$ cat src/rtl/shift_pkg.sv
// Shared definitions for the iterative shift/rotate unit.
//   - operation encodings (3-bit op field)
//   - FSM state type for the iteration controller
//   - parameter legality check for WIDTH/STEP
package shift_pkg;

  localparam logic [2:0] OP_SHR  = 3'b000;
  localparam logic [2:0] OP_SHRA = 3'b001;
  localparam logic [2:0] OP_SHL  = 3'b010;
  localparam logic [2:0] OP_ROR  = 3'b011;
  localparam logic [2:0] OP_ROL  = 3'b100;

  typedef enum logic {
    S_IDLE = 1'b0,
    S_RUN  = 1'b1
  } state_t;

  // STEP must be a power of two between 1 and WIDTH/2; WIDTH a power of two >= 8.
  function automatic bit step_legal(input int width, input int step);
    return (width >= 8) && ((width & (width - 1)) == 0) &&
           (step >= 1) && (step <= width / 2) && ((step & (step - 1)) == 0);
  endfunction

endpackage

$ cat src/rtl/shift_step.sv
// One iteration of the shifter: shifts/rotates i_work by i_s bits (0..STEP).
// Built as a mux ladder, one stage per bit of i_s, stage b moving 2**b bits.
// Ports:
//   i_work    [WIDTH-1:0]        operand for this iteration
//   i_op      [2:0]              operation select (illegal codes pass through)
//   i_s       [$clog2(STEP):0]   bits to move this iteration
//   o_shifted [WIDTH-1:0]        combinational result
module shift_step
  import shift_pkg::*;
#(
  parameter int WIDTH = 32,
  parameter int STEP  = 4
) (
  input  logic [WIDTH-1:0]       i_work,
  input  logic [2:0]             i_op,
  input  logic [$clog2(STEP):0]  i_s,
  output logic [WIDTH-1:0]       o_shifted
);

  localparam int NST = $clog2(STEP) + 1;

  for (genvar b = 0; b < NST; b++) begin : g_stage
    localparam int SH = 1 << b;
    logic        [WIDTH-1:0] w_in;
    logic signed [WIDTH-1:0] w_in_s;
    logic        [WIDTH-1:0] w_sh;
    logic        [WIDTH-1:0] w_out;

    if (b == 0) begin : g_first
      assign w_in = i_work;
    end else begin : g_chain
      assign w_in = g_stage[b-1].w_out;
    end

    assign w_in_s = w_in;

    always_comb begin
      w_sh = w_in;
      case (i_op)
        OP_SHR:  w_sh = w_in >> SH;
        OP_SHRA: w_sh = w_in_s >>> SH;
        OP_SHL:  w_sh = w_in << SH;
        OP_ROR:  w_sh = (w_in >> SH) | (w_in << (WIDTH - SH));
        OP_ROL:  w_sh = (w_in << SH) | (w_in >> (WIDTH - SH));
        default: w_sh = w_in;
      endcase
    end

    // stage boundary: take the 2**b move only when bit b of the count is set
    assign w_out = i_s[b] ? w_sh : w_in;
  end

  assign o_shifted = g_stage[NST-1].w_out;

endmodule

$ cat src/rtl/iterative_shifter.sv
// Multi-cycle shift/rotate unit (SHR, SHRA, SHL, ROR, ROL), at most STEP bits
// per clock. Launched with start while idle; done pulses one cycle when the
// held result register is updated.
// Ports:
//   clock              system clock, rising edge
//   clear              asynchronous active-high reset
//   start              request, accepted when busy=0
//   op     [2:0]       operation select; 101..111 pass the operand through
//   value  [WIDTH-1:0] operand, sampled on accept
//   amount [SHW-1:0]   shift count, sampled on accept
//   busy               operation in progress
//   done               one-cycle completion pulse
//   result [WIDTH-1:0] registered result, held until the next done
module iterative_shifter
  import shift_pkg::*;
#(
  parameter int WIDTH = 32,
  parameter int STEP  = 4,
  parameter int SHW   = $clog2(WIDTH)
) (
  input  logic             clock,
  input  logic             clear,
  input  logic             start,
  input  logic [2:0]       op,
  input  logic [WIDTH-1:0] value,
  input  logic [SHW-1:0]   amount,
  output logic             busy,
  output logic             done,
  output logic [WIDTH-1:0] result
);

  localparam int SW = $clog2(STEP) + 1;

  if (!step_legal(WIDTH, STEP)) begin : g_bad_params
    $error("iterative_shifter: WIDTH/STEP combination is not supported");
  end

  state_t           r_state;
  state_t           w_next;
  logic [WIDTH-1:0] r_work;
  logic [WIDTH-1:0] r_result;
  logic [WIDTH-1:0] w_shifted;
  logic [SHW-1:0]   r_rem;
  logic [SHW-1:0]   w_rem_next;
  logic [2:0]       r_op;
  logic [SW-1:0]    w_s;
  logic             r_done;
  logic             w_accept;
  logic             w_last;
  logic             w_op_legal;

  assign w_accept   = start && (r_state == S_IDLE);
  assign w_op_legal = (op <= OP_ROL);

  // Move min(rem, STEP) bits this cycle.
  always_comb begin
    if (r_rem >= SHW'(STEP)) w_s = SW'(STEP);
    else                     w_s = SW'(r_rem);
  end

  assign w_rem_next = r_rem - SHW'(w_s);
  // A zero count still spends one RUN cycle with s=0, so done keys off rem-s.
  assign w_last     = (w_rem_next == '0);

  shift_step #(
    .WIDTH (WIDTH),
    .STEP  (STEP)
  ) u_step (
    .i_work    (r_work),
    .i_op      (r_op),
    .i_s       (w_s),
    .o_shifted (w_shifted)
  );

  // FSM state register
  always_ff @(posedge clock or posedge clear) begin
    if (clear) r_state <= S_IDLE;
    else       r_state <= w_next;
  end

  // FSM next-state logic
  always_comb begin
    w_next = r_state;
    case (r_state)
      S_IDLE:  if (w_accept) w_next = S_RUN;
      S_RUN:   if (w_last)   w_next = S_IDLE;
      default: w_next = S_IDLE;
    endcase
  end

  // FSM outputs
  always_comb begin
    busy   = (r_state == S_RUN);
    done   = r_done;
    result = r_result;
  end

  // Operand, counter and result registers. Illegal ops load a zero count so
  // they complete with the n=0 latency and return the operand unchanged.
  always_ff @(posedge clock or posedge clear) begin
    if (clear) begin
      r_work   <= '0;
      r_rem    <= '0;
      r_op     <= OP_SHR;
      r_result <= '0;
      r_done   <= 1'b0;
    end else begin
      r_done <= 1'b0;
      if (w_accept) begin
        r_work <= value;
        r_rem  <= w_op_legal ? amount : '0;
        r_op   <= op;
      end else if (r_state == S_RUN) begin
        r_work <= w_shifted;
        r_rem  <= w_rem_next;
        if (w_last) begin
          r_result <= w_shifted;
          r_done   <= 1'b1;
        end
      end
    end
  end

endmodule
$ cat config.mk
export PLATFORM = sky130hd
export DESIGN_NAME = iterative_shifter
export DESIGN_NICKNAME = d
export VERILOG_FILES = /design/src/rtl/shift_pkg.sv /design/src/rtl/shift_step.sv /design/src/rtl/iterative_shifter.sv
export SDC_FILE = /design/constraint.sdc
export NUM_CORES = 1
export LEC_CHECK = 0
export CAP_MARGIN = 30
export CELL_PAD_IN_SITES_DETAIL_PLACEMENT = 1
export CELL_PAD_IN_SITES_GLOBAL_PLACEMENT = 1
export CORE_UTILIZATION = 42
export CTS_CLUSTER_SIZE = 14
export DETAILED_ROUTE_END_ITERATION = 6
export PLACE_DENSITY_LB_ADDON = 0.12
export SLEW_MARGIN = 20
export SYNTH_ARGS = -nofsm -noshare
export SYNTH_HDL_FRONTEND = slang
export SYNTH_SLANG_ARGS = --single-unit
$ cat constraint.sdc
create_clock -name clock -period 3.4 [get_ports clock]
set_clock_uncertainty 0.15 [all_clocks]
set_input_delay 0.68 -clock clock [delete_from_list [all_inputs] [get_ports clock]]
set_output_delay 0.68 -clock clock [all_outputs]
set_load 0.005 [all_outputs]
Yosys cells after proc, flatten, opt, wreduce, memory -nomap -nowiden
Cells that the tools add are included.

Bits in registers: 74. Input port bits: 43. Output and inout port bits: 34. Logic and storage cells: 44.

$add $sub $neg: 1. Magnitude comparators: 2. Equal/unequal tests: 4. Multiplexer cells: 18. Bitwise operators: 8. Reduce and logical (&&, ||, !) cells: 5.

Operator list (count): $pmux 32 s5 (3); $mux 32 (5); $or 28x32->32 (1); $or 30x32->32 (1); $or 31x32->32 (1); $or 32x1->32 (1); $or 32x2->32 (1); $or 32x4->32 (1); $mux 5 (3); $eq 3x2->1 const B (2); $ge 5x3->1 const B (1); $logic_not 5->1 (1); $mux 1 (5); $sub 5x3->5 (1); $eq 3x1->1 const B (1); $eq 3x3->1 const B (1); $le 3x3->1 const B (1); $logic_not 3->1 (1); $mux 3 (1); $reduce_and 3->1 (1); $not 1->1 (2); $pmux 1 s2 (1); $reduce_bool 2->1 (1); $logic_and 1x1->1 (1).

Depth between registers and ports, before layout
Depth after elaboration: 11. Depth in mapped cells: 14. Mapped depth without buffers: 10.

Cells and area by module
From an unflattened synthesis, not the netlist that was laid out.

Cells, all modules: 866. Area total of the unflattened synthesis: 6955.4 µm².

By module, submodules not included: shift_step (instances 1, cells an instance 598, area each 3717.3 µm², seq. area each 0.0 µm²); iterative_shifter (instances 1, cells an instance 268, area each 3238.1 µm², seq. area each 1851.8 µm²).

Worst setup path after synthesis
OpenSTA, ideal clock, no wires.

Path kind: flip-flop to flip-flop. Start point: reg r_rem[3]. End point: reg r_result[17], in the netlist result[17]. Setup time: 0.125 ns. Data arrival time: 2.689 ns. Data required time: 3.125 ns. Slack: 0.437 ns. Stages on the path, launching flop included: 13. Path buffers: 4. Period minus slack after synthesis: 2.963 ns. Cell sequence: dfrtp_1 > buf_4 > or3_4 > buf_6 > clkbuf_1 > nand2_1 > ha_1 > or4_1 > nand3_1 > nand3_1 > inv_1 > clkbuf_1 > mux2_2.

Cells in the longest elaborated chain, start to end: 9. Elaborated cells between the ends (all ways): 14. Classes of those cells: 1 x add/sub; 1 x order compare; 6 x mux; 4 x bitwise; 2 x reduce/logical.

RTL lines: start, declared (RTL line iterative_shifter.sv:43) `logic [SHW-1:0] r_rem;`; start signal, assigned (RTL line iterative_shifter.sv:111) `r_rem <= w_op_legal ? amount : '0;`; start signal, assigned (RTL line iterative_shifter.sv:115) `r_rem <= w_rem_next;`; $ge 5x3->1 (RTL line iterative_shifter.sv:57) `if (r_rem >= SHW'(STEP)) w_s = SW'(STEP);`; $mux 3 (RTL line iterative_shifter.sv:57); $mux 32 (RTL line shift_step.sv:50) `assign w_out = i_s[b] ? w_sh : w_in;`; $or 32x2->32 or $or 30x32->32 (tied branches) (RTL line shift_step.sv:44, shift_step.sv:43); $pmux 32 s5 (RTL line shift_step.sv:39) `case (i_op)`; $mux 32 (RTL line shift_step.sv:50); $or 32x4->32 or $or 28x32->32 (tied branches) (RTL line shift_step.sv:44, shift_step.sv:43); $pmux 32 s5 (RTL line shift_step.sv:39); $mux 32 (RTL line shift_step.sv:50); end signal, assigned (RTL line iterative_shifter.sv:117) `r_result <= w_shifted;`; end, declared (RTL line iterative_shifter.sv:41) `logic [WIDTH-1:0] r_result;`.

Several ways; a longest one is shown, not always the timed one. A chain may end at the register's enable or synchronous reset.

Final worst setup path
Start point: reg r_op[1]. End point: reg r_result[28], in the netlist result[28].

Cells in the longest elaborated chain, start to end: 9. Elaborated cells between the ends (all ways): 15. Classes of those cells: 4 x eq/ne; 6 x mux; 4 x bitwise; 1 x reduce/logical.

RTL lines: start, declared (RTL line iterative_shifter.sv:45) `logic [2:0] r_op;`; start signal, assigned (RTL line iterative_shifter.sv:112) `r_op <= op;`; $eq 3x3->1, or another cell as far along (RTL line shift_step.sv:39); $pmux 32 s5 (RTL line shift_step.sv:39); $mux 32 (RTL line shift_step.sv:50); $or 32x2->32 or $or 30x32->32 (tied branches) (RTL line shift_step.sv:44, shift_step.sv:43); $pmux 32 s5 (RTL line shift_step.sv:39); $mux 32 (RTL line shift_step.sv:50); $or 32x4->32 or $or 28x32->32 (tied branches) (RTL line shift_step.sv:44, shift_step.sv:43); $pmux 32 s5 (RTL line shift_step.sv:39); $mux 32 * (RTL line shift_step.sv:50).

Every way passes the cells marked *; elsewhere a longest branch is shown, timed or not.

==> impl_metrics.toml <==
[clocking]
cts-buffers-inserted = 9
tritoncts = "built"
ctsResizeCount = 0
cts_sinks = 74
cts.hold.buffers_added = 0
cts_root_buf = "clkbuf_16"
clkTransAtPathRegs_ns = 0.07
insertion_delay_ns = 0.34
cts_setup_buffers = 0
cts_buffer_depth = 2
htree_levels = 3

[sta]
hold_viol = 0
slew_violations = 0
finalCritPeriodShare_pct = 94.7
clock.fmax_mhz = 311
tightest_slew_ns = 0.795
setup_viol = 0
rsz0062_at_grt = "no"
fin_crit_ns = 3.22
tns_ns = 0
relSlewSlack_pct = 46.9

[critical_path]
path_max_fanout = 10
critical_path_arrival_ns = 3.26
reg2regPathDepth = 7
endpoint_kind = "register"
critPathLaunchType = "register"
criticalPathCategory = "reg -> reg"
crit_required_ns = 3.44

[synthesis]
ys_top_cells_by_count = "dfrtp_1 (74), nand2_1 (66), clkbuf_1 (54)"
yosysTopAreaCell = "dfrtp_1"
synthTopCellsByArea = "dfrtp_1 (30%), a21oi_1 (4.1%), nand2_1 (4.0%), o21ai_0 (3.9%), mux2i_1 (3.6%)"
synth_edf_count = 0
synthArstFlopShare_pct = 100
yosysUniqueCellTypes = 71
yosys_warnings = 0
ys_ff_latch = 74
synth_top_area_share_pct = 30.2
ys_seq_area_share_pct = 30.2
netlist_instances = 753
yosysMostFrequentCell = "dfrtp_1"
syn_nets = 797
syn_area_per_cell_um2 = 8.13
syn_area_um2 = 6120
synth_ff_type = "dfrtp_1"

[finish]
nets = 868
syn_to_final_growth_pct = 23.8
drive_gt1_share_pct = 13.0
fin_cells = 1009
fillers = 1622

[placement]
io_buffers = 76
hpwlAfterDp_um = 23300
routabilityCongestion = 1.07
placed_cells = 993

[floorplan]
dieWidth_um = 123
ioPinCount = 77
rows = 43
initial_utilization_pct = 43.6
die_height_um = 123
coreArea_um2 = 14000
dieArea_um2 = 15100

[global_routing]
overflow = 0
antenna_found_initial = 1
track_usage_pct = 44.5
grt_pass1_vias = 7682
grt_max_degree = 75
grt_first_pass_wirelength_um = 49000

[route]
via_count = 7614
remaining_drc_errors = 0
totalWireLength_um = 32500
firstDrtPassIters = 6
ant_nets = 0
vias_per_cell = 7.55
wl_per_cell_um = 32.2
drt_iter0_drc = 1184

[worst_hold_path]
holdPathStages = 2
hold_path_class = "reg -> reg"

[run_status]
status = "finished clean"

[job]
max-cap-violations = 0
[layout make-up]
type	count	area, µm²	area share, %
clock buffers	9	225	2.97
flip-flops and latches	74	1850	24.4
diodes	1	2.50	0.0330
well taps	180	225	2.97
multi-input cells	581	3870	51.0
repair buffers	138	1250	16.4
inverters	20	75.1	0.990
clock inverters	6	90.1	1.19
[path summary, 6_finish.rpt]
path,from,slack [ns],to
max,r_op[1],0.18,result[28]
min,result[10],0.34,result[10]
max reg2reg,r_op[1],0.18,result[28]
min reg2reg,result[10],0.34,result[10]
max in group asynchronous,clear,2.13,r_work[25]
min in group asynchronous,clear,0.61,result[10]
[cell usage in the layout, fill, tap and decap left out, types with 11 or more instances in the layout]
cell	instances
o211a_1	11
nand2_1	66
mux2i_1	22
dfrtp_1	74
nand2b_1	14
nor3_1	16
mux2_2	17
nor2_1	41
a21o_1	11
buf_4	60
a21oi_1	50
inv_1	18
clkdlybuf4s50_1	75
o21ai_0	48
a221oi_1	16
a32oi_1	20
a211oi_1	22
o22ai_1	19
o31ai_1	12
o211ai_1	16
nand3_1	19
nor2b_1	27
[cell families after synthesis]
group                      synth area share [%]
DFF                                        30.2
buffers and inverters                      6.74
muxes                                      6.97
other                                    0.0612
AOI/OAI and AO/OA                          37.6
and+or+nand+nor                            17.8
xor gates and xnor gates                  0.429
adders and majority gates                 0.204
[worst max-delay path, stage by stage, from the launching register on]
cell      delay [ns]
dfrtp_1         0.49
o21a_1          0.44
or3_1           0.42
buf_4           0.24
nor2_1          0.06
a2111o_1        0.49
a221oi_1        0.61
o31ai_1         0.16
[layer usage]
metal,up-vias,wire (µm),GRT usage [%]
met5,-,0,0
met4,0,1240,16.5
met3,113,4470,12.9
met2,673,13800,64.7
met1,3777,13000,61.9
li1,3051,-,-
[state kept, by name, indices dropped and copies added, names as in the netlist]
name    cells
r_work     32
r_rem       5
result     32
r_op        3
done        1
busy        1
[metrics by stage]
stage	cell area (µm²)	setup WS [ns]	hold slack, ns	utilization [%]
after floorplan	6120	0.437	0.323	-
after global placement	7270	0.338	0.315	51.7
after detailed placement	7270	0.288	0.332	51.7
after CTS	7580	0.253	0.346	54.0
after global routing	7580	0.154	0.379	54.0
final	7580	0.182	0.343	54.0
Power is not shown: default switching activity piles up to over one toggle a cycle in this logic, so the estimate is an artifact.
